===== config.mk =====
export PLATFORM = sky130hd
export DESIGN_NAME = basilisk_memory_arbiter_flat
export DESIGN_NICKNAME = d
export VERILOG_FILES = /design/src/rtl/basilisk_memory_arbiter_if.sv /design/src/rtl/basilisk_memory_arbiter.sv /design/src/flat_wrapper.sv
export SDC_FILE = /design/constraint.sdc
export NUM_CORES = 1
export LEC_CHECK = 0
export ABC_AREA = 1
export BUFFER_PORTS_ARGS = -buffer_cell sky130_fd_sc_hd__buf_2
export CAP_MARGIN = 10
export CELL_PAD_IN_SITES_DETAIL_PLACEMENT = 1
export CELL_PAD_IN_SITES_GLOBAL_PLACEMENT = 2
export CORE_AREA = 4 4 129 143
export DETAILED_ROUTE_END_ITERATION = 7
export DIE_AREA = 0 0 133 147
export PLACE_DENSITY_LB_ADDON = 0.1
export SLEW_MARGIN = 10
export SYNTH_ARGS = -nofsm -noshare
export SYNTH_HDL_FRONTEND = slang
export SYNTH_SLANG_ARGS = --single-unit

===== constraint.sdc =====
create_clock -name clk -period 5.8 [get_ports clk]
set_input_delay 0 -clock clk [delete_from_list [all_inputs] [get_ports clk]]
set_output_delay 0 -clock clk [all_outputs]
set_load 0.01 [all_outputs]

===== src/rtl/basilisk_memory_arbiter_if.sv =====
// Shared-memory arbiter bus: per-port request/response lanes plus the single memory port.
// The arbiter takes the slave modport; requesters and memory model take master.
interface basilisk_memory_arbiter_if #(
  parameter int NUM_PORTS  = 2,
  parameter int ADDR_WIDTH = 32,
  parameter int DATA_WIDTH = 32
);
  localparam int MASK_W = DATA_WIDTH / 8;

  logic [NUM_PORTS-1:0]            req_valid;
  logic [NUM_PORTS-1:0]            req_ready;
  logic [NUM_PORTS-1:0]            req_read_enable;
  logic [NUM_PORTS*MASK_W-1:0]     req_write_enable;
  logic [NUM_PORTS*ADDR_WIDTH-1:0] req_addr;
  logic [NUM_PORTS*DATA_WIDTH-1:0] req_data;

  logic                  mem_req_valid;
  logic                  mem_req_ready;
  logic                  mem_req_read_enable;
  logic [MASK_W-1:0]     mem_req_write_enable;
  logic [ADDR_WIDTH-1:0] mem_req_addr;
  logic [DATA_WIDTH-1:0] mem_req_data;

  logic                  mem_resp_valid;
  logic                  mem_resp_ready;
  logic [DATA_WIDTH-1:0] mem_resp_data;

  logic [NUM_PORTS-1:0]  resp_valid;
  logic [NUM_PORTS-1:0]  resp_ready;
  logic [DATA_WIDTH-1:0] resp_data;

  modport slave (
    input  req_valid, req_read_enable, req_write_enable, req_addr, req_data,
           mem_req_ready, mem_resp_valid, mem_resp_data, resp_ready,
    output req_ready, mem_req_valid, mem_req_read_enable, mem_req_write_enable,
           mem_req_addr, mem_req_data, mem_resp_ready, resp_valid, resp_data
  );

  modport master (
    output req_valid, req_read_enable, req_write_enable, req_addr, req_data,
           mem_req_ready, mem_resp_valid, mem_resp_data, resp_ready,
    input  req_ready, mem_req_valid, mem_req_read_enable, mem_req_write_enable,
           mem_req_addr, mem_req_data, mem_resp_ready, resp_valid, resp_data
  );
endinterface


===== src/rtl/basilisk_memory_arbiter.sv =====
// Round-robin arbiter sharing one memory port; an in-order tag FIFO steers read data back.
// Optional counters: define BASILISK_MEMORY_ARBITER_STATS_EN.
module basilisk_memory_arbiter #(
  parameter int NUM_PORTS       = 2,
  parameter int MAX_OUTSTANDING = 4,
  parameter int ADDR_WIDTH      = 32,
  parameter int DATA_WIDTH      = 32
) (
  input  logic clk,
  input  logic rst,
  basilisk_memory_arbiter_if.slave bus,
`ifdef BASILISK_MEMORY_ARBITER_STATS_EN
  output logic [31:0] conflict_count,
  output logic [31:0] full_stall_count,
`endif
  output logic protocol_error
);
  localparam int MASK_W = DATA_WIDTH / 8;
  localparam int P      = $clog2(NUM_PORTS);
  localparam int AW     = $clog2(MAX_OUTSTANDING);

  logic [P-1:0]  rr_ptr, lock_g, gsel, g, head;
  logic          locked, found, hs, push, pop;
  logic [NUM_PORTS-1:0] elig;
  logic [P-1:0]  tags [MAX_OUTSTANDING];
  logic [AW-1:0] wr_ptr, rd_ptr;
  logic [AW:0]   count;
  logic          fifo_full, fifo_empty;
  int            idx;

  assign fifo_full  = (count == (AW+1)'(MAX_OUTSTANDING));
  assign fifo_empty = (count == '0);
  assign elig = bus.req_valid & ~(bus.req_read_enable & {NUM_PORTS{fifo_full}});

  // Search starts at rr_ptr; a stalled grant is pinned by the lock so the bus stays stable.
  always_comb begin
    found = 1'b0;
    gsel  = '0;
    idx   = 0;
    for (int k = 0; k < NUM_PORTS; k++) begin
      idx = int'(rr_ptr) + k;
      if (idx >= NUM_PORTS) idx = idx - NUM_PORTS;
      if (!found && elig[idx]) begin
        found = 1'b1;
        gsel  = P'(idx);
      end
    end
  end

  assign g                        = locked ? lock_g : gsel;
  assign bus.mem_req_valid        = locked ? bus.req_valid[lock_g] : found;
  assign bus.mem_req_read_enable  = bus.req_read_enable[g];
  assign bus.mem_req_write_enable = bus.req_write_enable[int'(g)*MASK_W +: MASK_W];
  assign bus.mem_req_addr         = bus.req_addr[int'(g)*ADDR_WIDTH +: ADDR_WIDTH];
  assign bus.mem_req_data         = bus.req_data[int'(g)*DATA_WIDTH +: DATA_WIDTH];
  assign hs   = bus.mem_req_valid && bus.mem_req_ready;
  assign push = hs && bus.mem_req_read_enable;

  always_comb begin
    bus.req_ready = '0;
    if (bus.mem_req_valid) bus.req_ready[g] = bus.mem_req_ready;
  end

  assign head = tags[rd_ptr];
  assign pop  = bus.mem_resp_valid && !fifo_empty && bus.resp_ready[head];
  assign bus.resp_data = bus.mem_resp_data;
  // With nothing outstanding a stray beat is accepted and dropped so the memory never wedges.
  assign bus.mem_resp_ready = fifo_empty ? bus.mem_resp_valid : bus.resp_ready[head];

  always_comb begin
    bus.resp_valid = '0;
    if (!fifo_empty) bus.resp_valid[head] = bus.mem_resp_valid;
  end

  always_ff @(posedge clk) begin
    if (rst) begin
      rr_ptr <= '0;
      locked <= 1'b0;
      lock_g <= '0;
    end else if (hs) begin
      rr_ptr <= (g == P'(NUM_PORTS-1)) ? '0 : g + 1'b1;
      locked <= 1'b0;
    end else if (bus.mem_req_valid) begin
      locked <= 1'b1;
      lock_g <= g;
    end
  end

  always_ff @(posedge clk) begin
    if (push) tags[wr_ptr] <= g;
  end

  always_ff @(posedge clk) begin
    if (rst) begin
      wr_ptr         <= '0;
      rd_ptr         <= '0;
      count          <= '0;
      protocol_error <= 1'b0;
    end else begin
      if (push) wr_ptr <= wr_ptr + 1'b1;
      if (pop)  rd_ptr <= rd_ptr + 1'b1;
      case ({push, pop})
        2'b10:   count <= count + 1'b1;
        2'b01:   count <= count - 1'b1;
        default: count <= count;
      endcase
      if (bus.mem_resp_valid && fifo_empty) protocol_error <= 1'b1;
    end
  end

`ifdef BASILISK_MEMORY_ARBITER_STATS_EN
  logic conflict, full_stall;
  assign conflict   = ($countones(bus.req_valid) > 1);
  assign full_stall = fifo_full && |(bus.req_valid & bus.req_read_enable);

  always_ff @(posedge clk) begin
    if (rst) begin
      conflict_count   <= '0;
      full_stall_count <= '0;
    end else begin
      if (conflict && conflict_count != '1)     conflict_count   <= conflict_count + 1'b1;
      if (full_stall && full_stall_count != '1) full_stall_count <= full_stall_count + 1'b1;
    end
  end
`endif
endmodule


===== src/flat_wrapper.sv =====
// flat-port wrapper written by rule: the top's interface ports become plain ports
module basilisk_memory_arbiter_flat 
#(
  parameter int NUM_PORTS       = 2,
  parameter int MAX_OUTSTANDING = 4,
  parameter int ADDR_WIDTH      = 32,
  parameter int DATA_WIDTH      = 32
)
  (clk, rst, protocol_error, bus_req_valid, bus_req_read_enable, bus_req_write_enable, bus_req_addr, bus_req_data, bus_mem_req_ready, bus_mem_resp_valid, bus_mem_resp_data, bus_resp_ready, bus_req_ready, bus_mem_req_valid, bus_mem_req_read_enable, bus_mem_req_write_enable, bus_mem_req_addr, bus_mem_req_data, bus_mem_resp_ready, bus_resp_valid, bus_resp_data);
  basilisk_memory_arbiter_if #(.NUM_PORTS(NUM_PORTS), .ADDR_WIDTH(ADDR_WIDTH), .DATA_WIDTH(DATA_WIDTH)) bus_i ();
  input  logic clk;
  input  logic rst;
  output logic protocol_error;
  input wire logic [$bits(bus_i.req_valid)-1:0] bus_req_valid;
  input wire logic [$bits(bus_i.req_read_enable)-1:0] bus_req_read_enable;
  input wire logic [$bits(bus_i.req_write_enable)-1:0] bus_req_write_enable;
  input wire logic [$bits(bus_i.req_addr)-1:0] bus_req_addr;
  input wire logic [$bits(bus_i.req_data)-1:0] bus_req_data;
  input wire logic [$bits(bus_i.mem_req_ready)-1:0] bus_mem_req_ready;
  input wire logic [$bits(bus_i.mem_resp_valid)-1:0] bus_mem_resp_valid;
  input wire logic [$bits(bus_i.mem_resp_data)-1:0] bus_mem_resp_data;
  input wire logic [$bits(bus_i.resp_ready)-1:0] bus_resp_ready;
  output wire logic [$bits(bus_i.req_ready)-1:0] bus_req_ready;
  output wire logic [$bits(bus_i.mem_req_valid)-1:0] bus_mem_req_valid;
  output wire logic [$bits(bus_i.mem_req_read_enable)-1:0] bus_mem_req_read_enable;
  output wire logic [$bits(bus_i.mem_req_write_enable)-1:0] bus_mem_req_write_enable;
  output wire logic [$bits(bus_i.mem_req_addr)-1:0] bus_mem_req_addr;
  output wire logic [$bits(bus_i.mem_req_data)-1:0] bus_mem_req_data;
  output wire logic [$bits(bus_i.mem_resp_ready)-1:0] bus_mem_resp_ready;
  output wire logic [$bits(bus_i.resp_valid)-1:0] bus_resp_valid;
  output wire logic [$bits(bus_i.resp_data)-1:0] bus_resp_data;
  assign bus_i.req_valid = bus_req_valid;
  assign bus_i.req_read_enable = bus_req_read_enable;
  assign bus_i.req_write_enable = bus_req_write_enable;
  assign bus_i.req_addr = bus_req_addr;
  assign bus_i.req_data = bus_req_data;
  assign bus_i.mem_req_ready = bus_mem_req_ready;
  assign bus_i.mem_resp_valid = bus_mem_resp_valid;
  assign bus_i.mem_resp_data = bus_mem_resp_data;
  assign bus_i.resp_ready = bus_resp_ready;
  assign bus_req_ready = bus_i.req_ready;
  assign bus_mem_req_valid = bus_i.mem_req_valid;
  assign bus_mem_req_read_enable = bus_i.mem_req_read_enable;
  assign bus_mem_req_write_enable = bus_i.mem_req_write_enable;
  assign bus_mem_req_addr = bus_i.mem_req_addr;
  assign bus_mem_req_data = bus_i.mem_req_data;
  assign bus_mem_resp_ready = bus_i.mem_resp_ready;
  assign bus_resp_valid = bus_i.resp_valid;
  assign bus_resp_data = bus_i.resp_data;
  basilisk_memory_arbiter #(.NUM_PORTS(NUM_PORTS), .MAX_OUTSTANDING(MAX_OUTSTANDING), .ADDR_WIDTH(ADDR_WIDTH), .DATA_WIDTH(DATA_WIDTH)) u_core (.clk(clk), .rst(rst), .bus(bus_i), .protocol_error(protocol_error));
endmodule

==> Word-level counts from Yosys, hierarchy flattened <==
Memory sizes are Yosys's and may differ from the RTL's. A register that Yosys moved wholly into a read port is not among the register bits.
Cells that the tools add are included.
{ "word_totals": {"out_inout_bits": 108, "reg_bits": 11, "in_bits": 178, "word_cells": 84, "ramBits": 4, "memories": 1} }
{ "memory_table": {"columns": ["memory", "words", "width", "rd", "rd_clocked_by_memory_dff", "wr", "line_no", "text"], "rows": [
  ["u_core.tags", 4, 1, 1, 1, 1, "basilisk_memory_arbiter.sv:25", "logic [P-1:0] tags [MAX_OUTSTANDING];"]
]} }
{ "op_classes": {"n_mux": 33, "addsub": 8, "order_cmp": 9, "n_bitwise": 6, "n_eq_ne": 3, "reduce_logical": 14, "shift": 3} }
{ "op_table": {"columns": ["cell", "count"], "rows": [
  ["variable part select 64 x 7 -> 32 bit", 2],
  ["less-than comparator 32 x 3 -> 1 bit, second input constant", 2],
  ["2-to-1 mux 32 bit", 2],
  [">= comparator 32 x 3 -> 1 bit, second input constant", 1],
  ["subtractor 32 x 3 -> 32 bit, second input constant", 1],
  ["2-to-1 mux 1 bit", 24],
  ["AND 2 bit", 4],
  ["logical AND 1 bit", 8],
  ["2-to-1 mux 2 bit", 4],
  ["variable part select 8 x 4 -> 4 bit", 1],
  ["less-than comparator 1 x 2 -> 1 bit, second input constant", 3],
  ["case mux 3 bit (2 select lines)", 1],
  ["adder 2 x 1 -> 2 bit, second input constant", 2],
  ["adder 3 x 1 -> 3 bit, second input constant", 1],
  ["equality test 3 bit, second input constant", 1],
  ["zero test 3 bit", 1],
  ["subtractor 1 x 2 -> 3 bit, second input constant", 1],
  ["subtractor 3 x 1 -> 3 bit, second input constant", 1],
  ["adder 1 x 1 -> 2 bit, second input constant", 1],
  ["demux 1 bit (select 1 bit)", 2],
  ["equality test 2 x 1 -> 1 bit, second input constant", 1],
  ["equality test 2 bit, second input constant", 1],
  [">= comparator 1 bit, second input constant", 2],
  [">= comparator 1 x 2 -> 1 bit, second input constant", 1],
  ["7 further kinds", 8]
]} }

==> Depth between registers and ports, before layout <==
{ "depth": {"word_depth": 18, "depth_mapped": 16, "depth_no_buf": 16} }

==> Worst setup path after synthesis <==
Ideal clock, no wire load.
{ "synth_timing": {"path_kind": "register to register", "startpoint": "register u_core.count[0]", "endpoint": "register u_core.count[2]", "path_stages_with_launch": 15, "synth_period_minus_slack_ns": 2.150, "setup_ns": 0.122, "arrival_time_ns": 2.028, "required_time_ns": 5.678, "slack_ns": 3.650, "n_path_buf": 0, "cell_sequence": "dfxtp_1 > nor2_2 > nand3_1 > nand3_2 > nand3_2 > nand2_1 > nand2_2 > nand2_2 > ha_1 > inv_1 > fa_1 > a21oi_1 > o21ai_0 > o21ai_0 > a21oi_1"} }
{ "synth_between": {"elab_chain_cells": 17, "elab_cells_between_ends": 32, "classes_between": "2 x add/sub; 3 x eq/ne; 15 x mux; 3 x bitwise; 9 x reduce/logical"} }
{ "synth_lines": {"columns": ["element", "line_no", "text"], "rows": [
  ["start: declaration", "basilisk_memory_arbiter.sv:27", "logic [AW:0] count;"],
  ["start signal: assignment", "basilisk_memory_arbiter.sv:103", "2'b10: count <= count + 1'b1;"],
  ["start signal: assignment", "basilisk_memory_arbiter.sv:104", "2'b01: count <= count - 1'b1;"],
  ["start signal: assignment", "basilisk_memory_arbiter.sv:105", "default: count <= count;"],
  ["equality test 3 bit *", "basilisk_memory_arbiter.sv:31", "assign fifo_full = (count == (AW+1)'(MAX_OUTSTANDING));"],
  ["AND 2 bit *", "basilisk_memory_arbiter.sv:33", "assign elig = bus.req_valid & ~(bus.req_read_enable & {NUM_PORTS{fifo_full}});"],
  ["inverter 2 bit *", "basilisk_memory_arbiter.sv:33", null],
  ["AND 2 bit *", "basilisk_memory_arbiter.sv:33", null],
  ["2-to-1 mux 1 bit (implied by the code) (3 in a row)", "basilisk_memory_arbiter.sv:43", "if (!found && elig[idx]) begin"],
  ["2-to-1 mux 1 bit", "basilisk_memory_arbiter.sv:43", null],
  ["zero test 1 bit", "basilisk_memory_arbiter.sv:43", null],
  ["logical AND 1 bit", "basilisk_memory_arbiter.sv:43", null],
  ["2-to-1 mux 1 bit *", "basilisk_memory_arbiter.sv:43", null],
  ["2-to-1 mux 1 bit *", "basilisk_memory_arbiter.sv:50", "assign g = locked ? lock_g : gsel;"],
  ["2-to-1 mux 1 bit (implied by the code) * (2 in a row)", "basilisk_memory_arbiter.sv:52", "assign bus.mem_req_read_enable = bus.req_read_enable[g];"],
  ["via bus_mem_req_read_enable", "flat_wrapper.sv:25", "output wire logic [$bits(bus_i.mem_req_read_enable)-1:0] bus_mem_req_read_enable;"],
  ["logical AND 1 bit *", "basilisk_memory_arbiter.sv:57", "assign push = hs && bus.mem_req_read_enable;"],
  ["equality test 2 x 1 -> 1 bit / equality test 2 bit (equally long branches)", "basilisk_memory_arbiter.sv:102", "case ({push, pop})"],
  ["case mux 3 bit (2 select lines) / nonzero test 2 bit (equally long branches)", null, null]
]} }
Mark *: on every way through the listed nets, which the timed path passes. The rest lies on a longest branch. The select of a mux whose other input is x is not followed.
A chain may end at the register's enable or synchronous reset.

==> Final worst setup path <==
{ "layout_timing": {"startpoint": "register u_core.count[0]", "endpoint": "output port bus_mem_req_data[8]"} }
{ "layout_between": {"elab_chain_cells": 13, "elab_cells_between_ends": 17, "classes_between": "1 x eq/ne; 1 x shift; 10 x mux; 3 x bitwise; 2 x reduce/logical"} }
{ "layout_lines": {"columns": ["element", "line_no", "text"], "rows": [
  ["equality test 3 bit *", "basilisk_memory_arbiter.sv:31", null],
  ["AND 2 bit *", "basilisk_memory_arbiter.sv:33", null],
  ["inverter 2 bit *", "basilisk_memory_arbiter.sv:33", null],
  ["AND 2 bit *", "basilisk_memory_arbiter.sv:33", null],
  ["2-to-1 mux 1 bit (implied by the code) (3 in a row)", "basilisk_memory_arbiter.sv:43", null],
  ["2-to-1 mux 1 bit", "basilisk_memory_arbiter.sv:43", null],
  ["zero test 1 bit", "basilisk_memory_arbiter.sv:43", null],
  ["logical AND 1 bit", "basilisk_memory_arbiter.sv:43", null],
  ["2-to-1 mux 1 bit *", "basilisk_memory_arbiter.sv:43", null],
  ["2-to-1 mux 1 bit *", "basilisk_memory_arbiter.sv:50", null],
  ["variable part select 64 x 7 -> 32 bit *", "basilisk_memory_arbiter.sv:55", "assign bus.mem_req_data = bus.req_data[int'(g)*DATA_WIDTH +: DATA_WIDTH];"],
  ["end: declaration", "flat_wrapper.sv:28", "output wire logic [$bits(bus_i.mem_req_data)-1:0] bus_mem_req_data;"]
]} }
Every way passes the cells marked *; elsewhere a longest branch is shown, timed or not. The select of a mux whose other input is x is not followed.

==> flow_summary.json <==
{
  "power.total_mw": 0.644,
  "whs_path_depth": 2,
  "min_from": "rst",
  "globalRouteTotalUtil_pct": 11.2,
  "core_area_um2": 17000,
  "cp.arrival_ns": 2.67,
  "worst_hold_endpoint": "u_core.protocol_error",
  "clk_root_buffer_cell": "sky130_fd_sc_hd__clkbuf_16",
  "start_util_pct": 11.8,
  "cts_max_path_buffers": 2,
  "place.detailed.hpwl_um": 9970,
  "syn-cell-area_um2": 2000,
  "fmaxAchievable_mhz": 374,
  "totalNegativeSetupSlack_ns": 0,
  "grt_setup_unrepaired": "false",
  "synth_top_family_by_area": "simple AND/OR/NAND/NOR gates",
  "critPathKind": "reg -> out",
  "worst_setup_path_start_kind": "register",
  "fraction_of_final_layout_cells_with_drive_strength_greater_than_1_pct": 42.3,
  "numCtsBuffers": 3,
  "maximum_vdd_ir_drop_uv": 86.5,
  "yosys.area_share.xor_xnor_pct": 0.876,
  "drt-vias-per-instance": 3.61,
  "synthesis.area_per_instance_um2": 5.33,
  "die-width_um": 133,
  "routed_wire_length_per_instance_um": 14.4,
  "fin_skew_ns": 0.00299,
  "power.density_cell_area_nw_per_um2": 203,
  "violations": "negative hold slack",
  "crit-reg2reg-capture": "u_core.count[2]",
  "globalRoute.totalOverflow": 0,
  "clk_transition_reported_paths_ns": 0.05,
  "detailroute.via_count": 2852,
  "run_status": "finished with violations",
  "post_cts_hold_buffer_count": 0,
  "clock_latency_ns": 0.25,
  "finalNetCount": 741,
  "drv_slew": 0,
  "detail_route.drc_violations": 0,
  "reported_leakage_power_nw": 1.97,
  "yosysWarningCount": 0,
  "io_pins": 286,
  "final_cell_mix": "229 x sky130_fd_sc_hd__nand2_1, 221 x sky130_fd_sc_hd__buf_2, 26 x sky130_fd_sc_hd__inv_1, 14 x sky130_fd_sc_hd__nor2_1, 13 x sky130_fd_sc_hd__dfxtp_1",
  "r2r-start": "u_core.count[0]",
  "netlist_instances": 375,
  "timing.final.hold_violations": 1,
  "largest_net_degree_at_the_start_of_global_routing": 75,
  "synth_adder_area_share_pct": 4.13,
  "final_min_period_over_clock_period_pct": 46.1,
  "initial_antenna_violation_count": 2,
  "first_global_vias": 3148,
  "cts_tree": "done",
  "finalCriticalPeriod_ns": 2.67,
  "worst-r2r-cell-count": 14,
  "aggregate_routed_wire_length_um": 11400,
  "tightest_slew_ns": 0.748,
  "initialDrtViolationCount": 80,
  "final.hold.worst_slack_ns": -0.000357,
  "critPathCaptureType": "output pin",
  "reg2reg_slack_ns": 3.32,
  "finalWeightedCongestion": 0.767,
  "post_synth_mux_area_share_pct": 0,
  "finalSetupViolCount": 0,
  "cts_setup_buffers": 0,
  "fillers": 2233,
  "insertedDiodeCount": 0,
  "cts_num_sinks": 17,
  "syn_to_final_growth_pct": 58.7,
  "layout_commonest_cell": "sky130_fd_sc_hd__nand2_1",
  "simple_gate_share_of_the_synthesized_area_pct": 51.0,
  "chipHeight_um": 147,
  "yosysSeqAreaShare_pct": 19.0,
  "dieArea_um2": 19600,
  "htree_num_levels": 1,
  "global_route_wire_length_before_repair_um": 17400,
  "io_buffer_count": 221,
  "count_of_state_elements_after_synthesis": 17,
  "synth_compound_area_share_pct": 3.75,
  "postSynthNetCount": 559,
  "worstHoldPathType": "in -> reg",
  "maxCapViolations": 0,
  "cts_repair_resize_count": 0,
  "path_max_fanout": 74,
  "ant_nets": 0,
  "num_rows": 50,
  "yosys.cell_types.count": 19,
  "max_slew_margin_pct": 50.1,
  "dr.pass1.iters": 4,
  "cp.required_ns": 5.80
}
==> worst max path at each step <==
stage | start | to | slack, ns
5_1_grt | u_core.count[0] | bus_mem_req_data[21] | 2.70
4_1_cts | u_core.count[0] | bus_mem_req_data[23] | 2.95
3_5_place_dp | u_core.count[0] | u_core.lock_g | 3.22
6_report | u_core.count[0] | bus_mem_req_data[8] | 3.13
2_1_floorplan | u_core.count[0] | u_core.count[2] | 3.65
3_3_place_gp | u_core.count[0] | u_core.lock_g | 3.27
==> logic make-up after synthesis <==
logic type | count (synthesis)
flip-flops | 17
buffers and inverters | 74
AND/OR/NAND/NOR | 261
XOR/XNOR | 2
adder cells (fa/ha/maj) | 6
AO/OA/AOI/OAI | 15
==> synthesized netlist by cell type (all sizes together) <==
master	n	area [um2]
fa	1	20.0
buf	46	319
nor2	17	71.3
edfxtp	4	120
a21oi	9	45.0
nand3	12	70.1
nand2	231	872
xor2	2	17.5
nand4	1	6.26
inv	28	105
o21ai	6	30.0
dfxtp	13	260
ha	5	62.6
==> layer usage <==
layer,track usage (%),vias to the layer above,routed length (um)
met4,1.66,4,90
li1,-,1448,-
met3,5.10,10,1270
met1,10.8,1248,3780
met2,22.2,142,6220
met5,0,-,34
==> worst max-delay path, cell delays in order, from the launching register on <==
cell and delay, ns:
sky130_fd_sc_hd__dfxtp_1 0.33, sky130_fd_sc_hd__nor2_2 0.16, sky130_fd_sc_hd__nand3_1 0.12, sky130_fd_sc_hd__nand3_2 0.10
sky130_fd_sc_hd__nand3_2 0.24, sky130_fd_sc_hd__buf_4 0.40, sky130_fd_sc_hd__inv_2 0.10, sky130_fd_sc_hd__buf_4 0.57
sky130_fd_sc_hd__nand2_1 0.11, sky130_fd_sc_hd__nand2_1 0.10, sky130_fd_sc_hd__buf_2 0.13
==> power by group <==
group / internal (mW) / switching, mW
combinational: 0.142 / 0.222
clock: 0.0933 / 0.0462
sequential: 0.132 / 0.00788
total: 0.368 / 0.276
==> final cells by class <==
cell class | count | area, um2 | area share [%]
Clock buffer | 4 | 78.8 | 2.48
Multi-Input combinational cell | 284 | 1190 | 37.7
Tap cell | 234 | 293 | 9.23
Inverter | 28 | 105 | 3.31
Timing Repair Buffer | 223 | 1120 | 35.3
Sequential cell | 17 | 380 | 12.0
==> per-stage QoR <==
step                setup slack, ns  cell area (um2)  utilization [%]  instances
floorplan                      3.65             2000                -        375
global placement               3.27             3090             18.3        786
detailed placement             3.22             3090             18.3        786
CTS                            2.95             3170             18.7        790
global route                   2.70             3170             18.7        790
finish                         3.13             3170             18.7        790
Note: power is estimated with default switching activity, not from simulation.
